===== src/rtl/ntt_pkg.sv =====
// Shared types and arithmetic helpers for the NTT stage sequencer.
// Latency: n/a (constants, types and pure functions only).
// Backpressure: n/a.
package ntt_pkg;

    localparam int WIDTH    = 32;
    localparam int LUT_SIZE = 1360;
    localparam int ADDR_W   = 8;
    localparam int CNT_W    = 9;
    localparam int RD_LAT   = 1;
    localparam int BF_LAT   = 6;
    localparam int W_IDX_W  = $clog2(LUT_SIZE);

    typedef enum logic [1:0] {
        ST_IDLE,
        ST_ISSUE,
        ST_DRAIN,
        ST_FINISH
    } state_t;

    // Cycles from a read strobe to the matching butterfly result.
    function automatic int total_lat(input int rd_lat, input int bf_lat);
        return rd_lat + bf_lat;
    endfunction

    // Vector address of op k: base + k*stride, wrapping modulo 2^ADDR_W.
    function automatic logic [ADDR_W-1:0] addr_at(input logic [ADDR_W-1:0] base,
                                                  input logic [ADDR_W-1:0] stride,
                                                  input logic [CNT_W-1:0]  k);
        logic [ADDR_W+CNT_W-1:0] prod;
        prod = {{CNT_W{1'b0}}, stride} * {{ADDR_W{1'b0}}, k};
        return base + prod[ADDR_W-1:0];
    endfunction

    // Next twiddle row; wraps from LUT_SIZE-1 back to row 0.
    function automatic logic [W_IDX_W-1:0] w_next(input logic [W_IDX_W-1:0] idx);
        return (idx == W_IDX_W'(LUT_SIZE - 1)) ? '0 : idx + 1'b1;
    endfunction

endpackage


===== src/rtl/ntt_valid_delay.sv =====
// Shift register that delays the issue-valid bit to the write-back point.
// Latency: exactly DEPTH cycles from in_vld to out_vld.
// Backpressure: none; one bit in and one bit out every cycle.
module ntt_valid_delay
    import ntt_pkg::*;
#(
    parameter int DEPTH = total_lat(RD_LAT, BF_LAT)
) (
    input  logic clk,
    input  logic reset,
    input  logic in_vld,
    output logic out_vld
);

    logic [DEPTH-1:0] sr_q;
    logic [DEPTH-1:0] sr_d;

    // Shift the new valid bit in at stage 0.
    always_comb begin
        sr_d    = sr_q << 1;
        sr_d[0] = in_vld;
    end

    // Reset drops every in-flight valid so an abandoned operation retires nothing.
    always_ff @(posedge clk) begin
        if (reset) sr_q <= '0;
        else       sr_q <= sr_d;
    end

    assign out_vld = sr_q[DEPTH-1];

endmodule


===== src/rtl/butterfly_stage_sequencer.sv =====
// Issues one NTT stage of butterfly/multiply reads and retires the write-backs.
// Latency: start to done = count + RD_LAT + BF_LAT + 1 cycles (1 cycle when count = 0).
// Backpressure: none; start is ignored unless IDLE, ops issue one per cycle without stalls.
module butterfly_stage_sequencer
    import ntt_pkg::*;
#(
    parameter int RD_LAT_CYC = RD_LAT,
    parameter int BF_LAT_CYC = BF_LAT
) (
    input  logic               clk,
    input  logic               reset,
    input  logic               start,
    input  logic               cfg_mode,
    input  logic               cfg_swap,
    input  logic [CNT_W-1:0]   cfg_count,
    input  logic [ADDR_W-1:0]  cfg_a_base,
    input  logic [ADDR_W-1:0]  cfg_b_base,
    input  logic [ADDR_W-1:0]  cfg_stride,
    input  logic [W_IDX_W-1:0] cfg_w_base,
    output logic               busy,
    output logic               done,
    output logic               rd_en,
    output logic [ADDR_W-1:0]  rd_addr_a,
    output logic [ADDR_W-1:0]  rd_addr_b,
    output logic [W_IDX_W-1:0] w_idx,
    output logic               bf_mode,
    output logic               bf_swap,
    output logic               wr_en,
    output logic [ADDR_W-1:0]  wr_addr_a,
    output logic [ADDR_W-1:0]  wr_addr_b
);

    localparam int TOTAL_LAT = total_lat(RD_LAT_CYC, BF_LAT_CYC);

    state_t              state_q, state_d;
    logic [CNT_W-1:0]    count_q, count_d;
    logic [ADDR_W-1:0]   a_base_q, a_base_d;
    logic [ADDR_W-1:0]   b_base_q, b_base_d;
    logic [ADDR_W-1:0]   stride_q, stride_d;
    logic [CNT_W-1:0]    iss_k_q, iss_k_d;
    logic [CNT_W-1:0]    ret_k_q, ret_k_d;
    logic                rd_en_q, rd_en_d;
    logic [ADDR_W-1:0]   rd_addr_a_q, rd_addr_a_d;
    logic [ADDR_W-1:0]   rd_addr_b_q, rd_addr_b_d;
    logic [W_IDX_W-1:0]  w_idx_q, w_idx_d;
    logic                bf_mode_q, bf_mode_d;
    logic                bf_swap_q, bf_swap_d;
    logic [ADDR_W-1:0]   wr_addr_a_q, wr_addr_a_d;
    logic [ADDR_W-1:0]   wr_addr_b_q, wr_addr_b_d;
    logic                busy_q, busy_d;
    logic                done_q, done_d;
    logic [CNT_W-1:0]    last_k;
    logic                wr_vld;

    assign last_k = count_q - CNT_W'(1);

    // Issue valid, delayed by the full read + butterfly latency, becomes wr_en.
    ntt_valid_delay #(
        .DEPTH (TOTAL_LAT)
    ) u_valid_delay (
        .clk     (clk),
        .reset   (reset),
        .in_vld  (rd_en_q),
        .out_vld (wr_vld)
    );

    // Next-state, issue/retire counters and registered-output values.
    always_comb begin
        state_d   = state_q;
        count_d   = count_q;
        a_base_d  = a_base_q;
        b_base_d  = b_base_q;
        stride_d  = stride_q;
        iss_k_d   = iss_k_q;
        ret_k_d   = ret_k_q;
        w_idx_d   = w_idx_q;
        bf_mode_d = bf_mode_q;
        bf_swap_d = bf_swap_q;

        // Retire counter runs independently of the issue side.
        if (wr_vld) ret_k_d = ret_k_q + 1'b1;

        case (state_q)
            ST_IDLE: begin
                if (start) begin
                    count_d   = cfg_count;
                    a_base_d  = cfg_a_base;
                    b_base_d  = cfg_b_base;
                    stride_d  = cfg_stride;
                    bf_mode_d = cfg_mode;
                    bf_swap_d = cfg_swap;
                    iss_k_d   = '0;
                    ret_k_d   = '0;
                    w_idx_d   = cfg_w_base;
                    state_d   = (cfg_count != '0) ? ST_ISSUE : ST_FINISH;
                end
            end
            ST_ISSUE: begin
                if (iss_k_q == last_k) begin
                    state_d = ST_DRAIN;
                end else begin
                    iss_k_d = iss_k_q + 1'b1;
                    w_idx_d = w_next(w_idx_q);
                end
            end
            ST_DRAIN: begin
                if (wr_vld && (ret_k_q == last_k)) state_d = ST_FINISH;
            end
            ST_FINISH: begin
                state_d = ST_IDLE;
            end
            default: begin
                state_d = ST_IDLE;
            end
        endcase

        rd_en_d     = (state_d == ST_ISSUE);
        busy_d      = (state_d == ST_ISSUE) || (state_d == ST_DRAIN);
        done_d      = (state_d == ST_FINISH);
        rd_addr_a_d = addr_at(a_base_d, stride_d, iss_k_d);
        rd_addr_b_d = addr_at(b_base_d, stride_d, iss_k_d);
        wr_addr_a_d = addr_at(a_base_d, stride_d, ret_k_d);
        wr_addr_b_d = addr_at(b_base_d, stride_d, ret_k_d);
    end

    // FSM state, latched configuration and all registered outputs.
    always_ff @(posedge clk) begin
        if (reset) begin
            state_q     <= ST_IDLE;
            count_q     <= '0;
            a_base_q    <= '0;
            b_base_q    <= '0;
            stride_q    <= '0;
            iss_k_q     <= '0;
            ret_k_q     <= '0;
            rd_en_q     <= 1'b0;
            rd_addr_a_q <= '0;
            rd_addr_b_q <= '0;
            w_idx_q     <= '0;
            bf_mode_q   <= 1'b0;
            bf_swap_q   <= 1'b0;
            wr_addr_a_q <= '0;
            wr_addr_b_q <= '0;
            busy_q      <= 1'b0;
            done_q      <= 1'b0;
        end else begin
            state_q     <= state_d;
            count_q     <= count_d;
            a_base_q    <= a_base_d;
            b_base_q    <= b_base_d;
            stride_q    <= stride_d;
            iss_k_q     <= iss_k_d;
            ret_k_q     <= ret_k_d;
            rd_en_q     <= rd_en_d;
            rd_addr_a_q <= rd_addr_a_d;
            rd_addr_b_q <= rd_addr_b_d;
            w_idx_q     <= w_idx_d;
            bf_mode_q   <= bf_mode_d;
            bf_swap_q   <= bf_swap_d;
            wr_addr_a_q <= wr_addr_a_d;
            wr_addr_b_q <= wr_addr_b_d;
            busy_q      <= busy_d;
            done_q      <= done_d;
        end
    end

    assign busy      = busy_q;
    assign done      = done_q;
    assign rd_en     = rd_en_q;
    assign rd_addr_a = rd_addr_a_q;
    assign rd_addr_b = rd_addr_b_q;
    assign w_idx     = w_idx_q;
    assign bf_mode   = bf_mode_q;
    assign bf_swap   = bf_swap_q;
    assign wr_en     = wr_vld;
    assign wr_addr_a = wr_addr_a_q;
    assign wr_addr_b = wr_addr_b_q;

endmodule


===== config.mk =====
export PLATFORM = sky130hd
export DESIGN_NAME = butterfly_stage_sequencer
export DESIGN_NICKNAME = d
export VERILOG_FILES = /design/src/rtl/ntt_pkg.sv /design/src/rtl/ntt_valid_delay.sv /design/src/rtl/butterfly_stage_sequencer.sv
export SDC_FILE = /design/constraint.sdc
export NUM_CORES = 1
export LEC_CHECK = 0
export ABC_AREA = 1
export CAP_MARGIN = 5
export CORE_MARGIN = 8
export CORE_UTILIZATION = 56
export DETAILED_ROUTE_END_ITERATION = 16
export PLACE_DENSITY = 0.82
export REMOVE_ABC_BUFFERS = 1
export SLEW_MARGIN = 20
export SYNTH_ARGS = -nofsm -noshare
export SYNTH_HDL_FRONTEND = slang
export SYNTH_SLANG_ARGS = --single-unit

===== constraint.sdc =====
create_clock -name clk -period 7.3 [get_ports clk]
set_input_delay 1.825 -clock clk [delete_from_list [all_inputs] [get_ports clk]]
set_output_delay 1.825 -clock clk [all_outputs]
set_load 0.01 [all_outputs]

==> impl_results.md <==
- Status: finished, final reports clean
- IO buf count: 97
- Placed Area: just under 9000 µm²
- Met1 usage: 0.243
- Clock Latency Late Sink: 0.36 ns
- Asr flop ratio synth: 0
- Fillers: ~1100
- H-tree levels: 3
- Setup violators final: 0
- Resize count post-CTS: 0
- Io pins: 98
- Drt pass-1 iters: 4
- Cell area after layout: 9050 µm²
- Die area: ~17000 µm²
- Met3 Resource Use GR: 0.0545
- Vias per Instance: slightly above 5
- Worst hold slack: between 0.4 and 0.5 ns
- Post-synthesis cell type count: 42
- CTS root buf: clkbuf_16
- WP data arrival: 7.04 ns
- Row count: between 40 and 50
- Clk_skew: between 0.004 and 0.005 ns
- Synth top area cells: dfxtp_1 (29%), ha_1 (11%), nor2_1 (9.9%)
- Total core area: between 10000 and 15000 µm²
- Crit share post-route: 0.931
- Cell count after placement: approximately 1300
- Filler-free cell count of the finished design: 1327
- Peak Freq: approximately 150 MHz
- Number of synthesized flops with an enable pin: 0
- Max VDD drop: 0.168 mV
- Most common cell after layout, fill and taps aside: nor2_1
- CTS tree: done
- Post-layout nets: ~1300
- Max-slew headroom: 0.373
- Synth Area per Inst: 7.20 µm²
- CP max-delay cell: fa_1
- Routed via count: slightly below 7000
- RSZ-0062 raised after global routing: false
- DP HPWL: between 10000 and 15000 µm
- Fin crit period: around 6.8 ns
- Most Crowded Layer GR: met2
- Most frequent cells in the layout: nor2_1 (199), inv_1 (160), nand2_1 (136)
- Initial antenna violation count: 0
- Leak Pwr: 4.44 nW
- Layout cells sized above 1: 0.0851
- Die Wd: roughly 130 µm
- GRT Overall Usage: 0.220
- ANT cells: 0
- Setup TNS: 0 ns
- CP Launch Type: primary input
- Post-CTS Setup Inserts: 0
- Syn Inst Count: ~1000
- Starting density of the core: 0.572
- Worst Setup Path Type: in -> reg
- Post-synth top area cell: dfxtp_1
- CP required: roughly 7.6 ns
- Wirelength per Cell: ~14 µm
- # hold bufs at CTS: 0
- # DRC: 0
- Area Overhead vs Synth: 20.1%
- Final number of hold-violating endpoints: 0
- Maximum number of pins on one net before global-route repair: 70
- Area fraction of the dominant cell type after synthesis: 0.287
- Top FF cell, synth: dfxtp_1
- Die Height: around 130 µm
- Pwr Density: roughly 170 nW/µm²
- DRT antenna net count: 0
- CTS sink count: roughly 110
- RD Place Congestion: 0.899
- Worst min-delay path category: reg -> reg
- CTS max path bufs: 2
- Routed WL: roughly 19000 µm
- Synth warn: 0
- Reg clk slew, reported paths: 0.07 ns
- Register bit total from synthesis: 108
- Seq/Total Area, Yosys: 0.287
- First-pass GRT wire length: roughly 32000 µm
- Crit path cell chain: clkdlybuf4s50_1 -> inv_1 -> nor2_8 -> or2_2 -> o21ai_2 -> or2_2 -> fa_1 -> inv_1 -> ha_1 -> inv_1 -> fa_1 -> fa_1 -> inv_1 -> ha_1 -> a21oi_1 -> nand2_1 -> xor2_1 -> xor2_1 -> xor2_1 -> xnor2_1 -> xor2_1 -> nand2_1 -> a21oi_1 -> nor2_1
- Least-Margin Pin Slew: between 0.9 and 1 ns
- GR Overflow Total: 0
- Crit. End Element: register
- DRT iter0 DRCs: around 300
- Slowest cell delay on critical path: 0.56 ns
- M2 GR Usage: 0.390
- Max Slew Vio Count: 0
- Vias in the first global route: roughly 7000
- CP Max Fanout: 8
- Synthesized area: 7540 µm²
- Max cap viols: 0
- Total CTS buffers: 9
-- synth_stat cells (all sizes together) (4+ instances only) --
master and count:
nor3 16, or2 23, inv 169, o21a 4, a31oi 10, o21ai 62, xnor2 9, dfxtp 108
nor2 207, a21oi 51, fa 28, ha 66, a211oi 4, clkbuf 19, nand2 147, buf 7
nand4 8, a221oi 5, xor2 27, nand3 61
-- layout make-up --
cell class,instances,area [µm²],share of cell area
multi-input cells,744,4630,0.512
flip-flops and latches,108,2160,0.239
repair buffers,115,1100,0.122
inverters,169,637,0.0703
clock buffers,10,239,0.0264
well taps,176,220,0.0243
clock inverters,5,61.3,0.00677
-- worst max-delay path: cells and delay by family --
family / cells / cell delay, ns
buffers and inverters: 5 / 0.70
XOR/XNOR: 5 / 0.95
AND/OR/NAND/NOR: 6 / 0.94
AO/OA/AOI/OAI: 3 / 0.42
adder cells (fa/ha/maj): 5 / 2.20
-- power by group --
part	internal, mW	total (mW)	switching, mW
combinational	0.180	0.417	0.237
clock	0.275	0.494	0.219
sequential	0.637	0.661	0.0249
total	1.09	1.57	0.481
-- per-stage QoR --
stage                     setup slack, ns  total power [mW]   util
after detailed placement            0.134              1.09  0.664
after global placement              0.244              1.08  0.664
after global routing                0.130              1.67  0.686
after CTS                           0.498              1.59  0.686
after floorplan                     0.711             0.918      -
final                               0.501              1.57  0.686
-- per-layer routing --
| metal | up-vias | part of all wire |
|---|---|---|
| li1 | 3514 | - |
| met1 | 3102 | 0.43 |
| met2 | 205 | 0.48 |
| met3 | 49 | 0.052 |
| met4 | 0 | 0.037 |
| met5 | - | 0 |
-- path summary, 6_finish.rpt --
path                                          from                               end  slack (ns)  cells past startpoint
setup / recovery                             start           wr_addr_a[7]$_SDFF_PP0_        0.50                     24
hold / removal    u_valid_delay.sr_q[4]$_SDFF_PP0_  u_valid_delay.sr_q[5]$_SDFF_PP0_        0.40                      2
setup reg to reg           count_q[0]$_SDFFE_PP0P_           rd_addr_b[7]$_SDFF_PP0_        1.33                     36
hold reg to reg   u_valid_delay.sr_q[4]$_SDFF_PP0_  u_valid_delay.sr_q[5]$_SDFF_PP0_        0.40                      2
-- state kept, by name (all words and copies together), names as in the netlist, 2 cells and up, named ones only --
name                cells
ret_k_q                 9
rd_addr_a               8
u_valid_delay.sr_q      7
iss_k_q                 8
wr_addr_b               8
rd_addr_b               8
wr_addr_a               8
a_base_q                8
stride_q                8
state_q                 2
w_idx                  11
b_base_q                8
count_q                 9
-- cell families (layout without fill, tap and decap cells) --
| kind of cell | after synthesis | count (layout) | synth area share |
|---|---|---|---|
| buffers and inverters | 195 | 299 | 0.0989 |
| adders and majority gates | 94 | 94 | 0.184 |
| DFF | 108 | 108 | 0.287 |
| muxes | 2 | 2 | 0.00265 |
| and+or+nand+nor | 468 | 468 | 0.277 |
| AOI/OAI and AO/OA | 144 | 144 | 0.109 |
| xor gates and xnor gates | 36 | 36 | 0.0418 |
(Power assumes the default switching activity.)
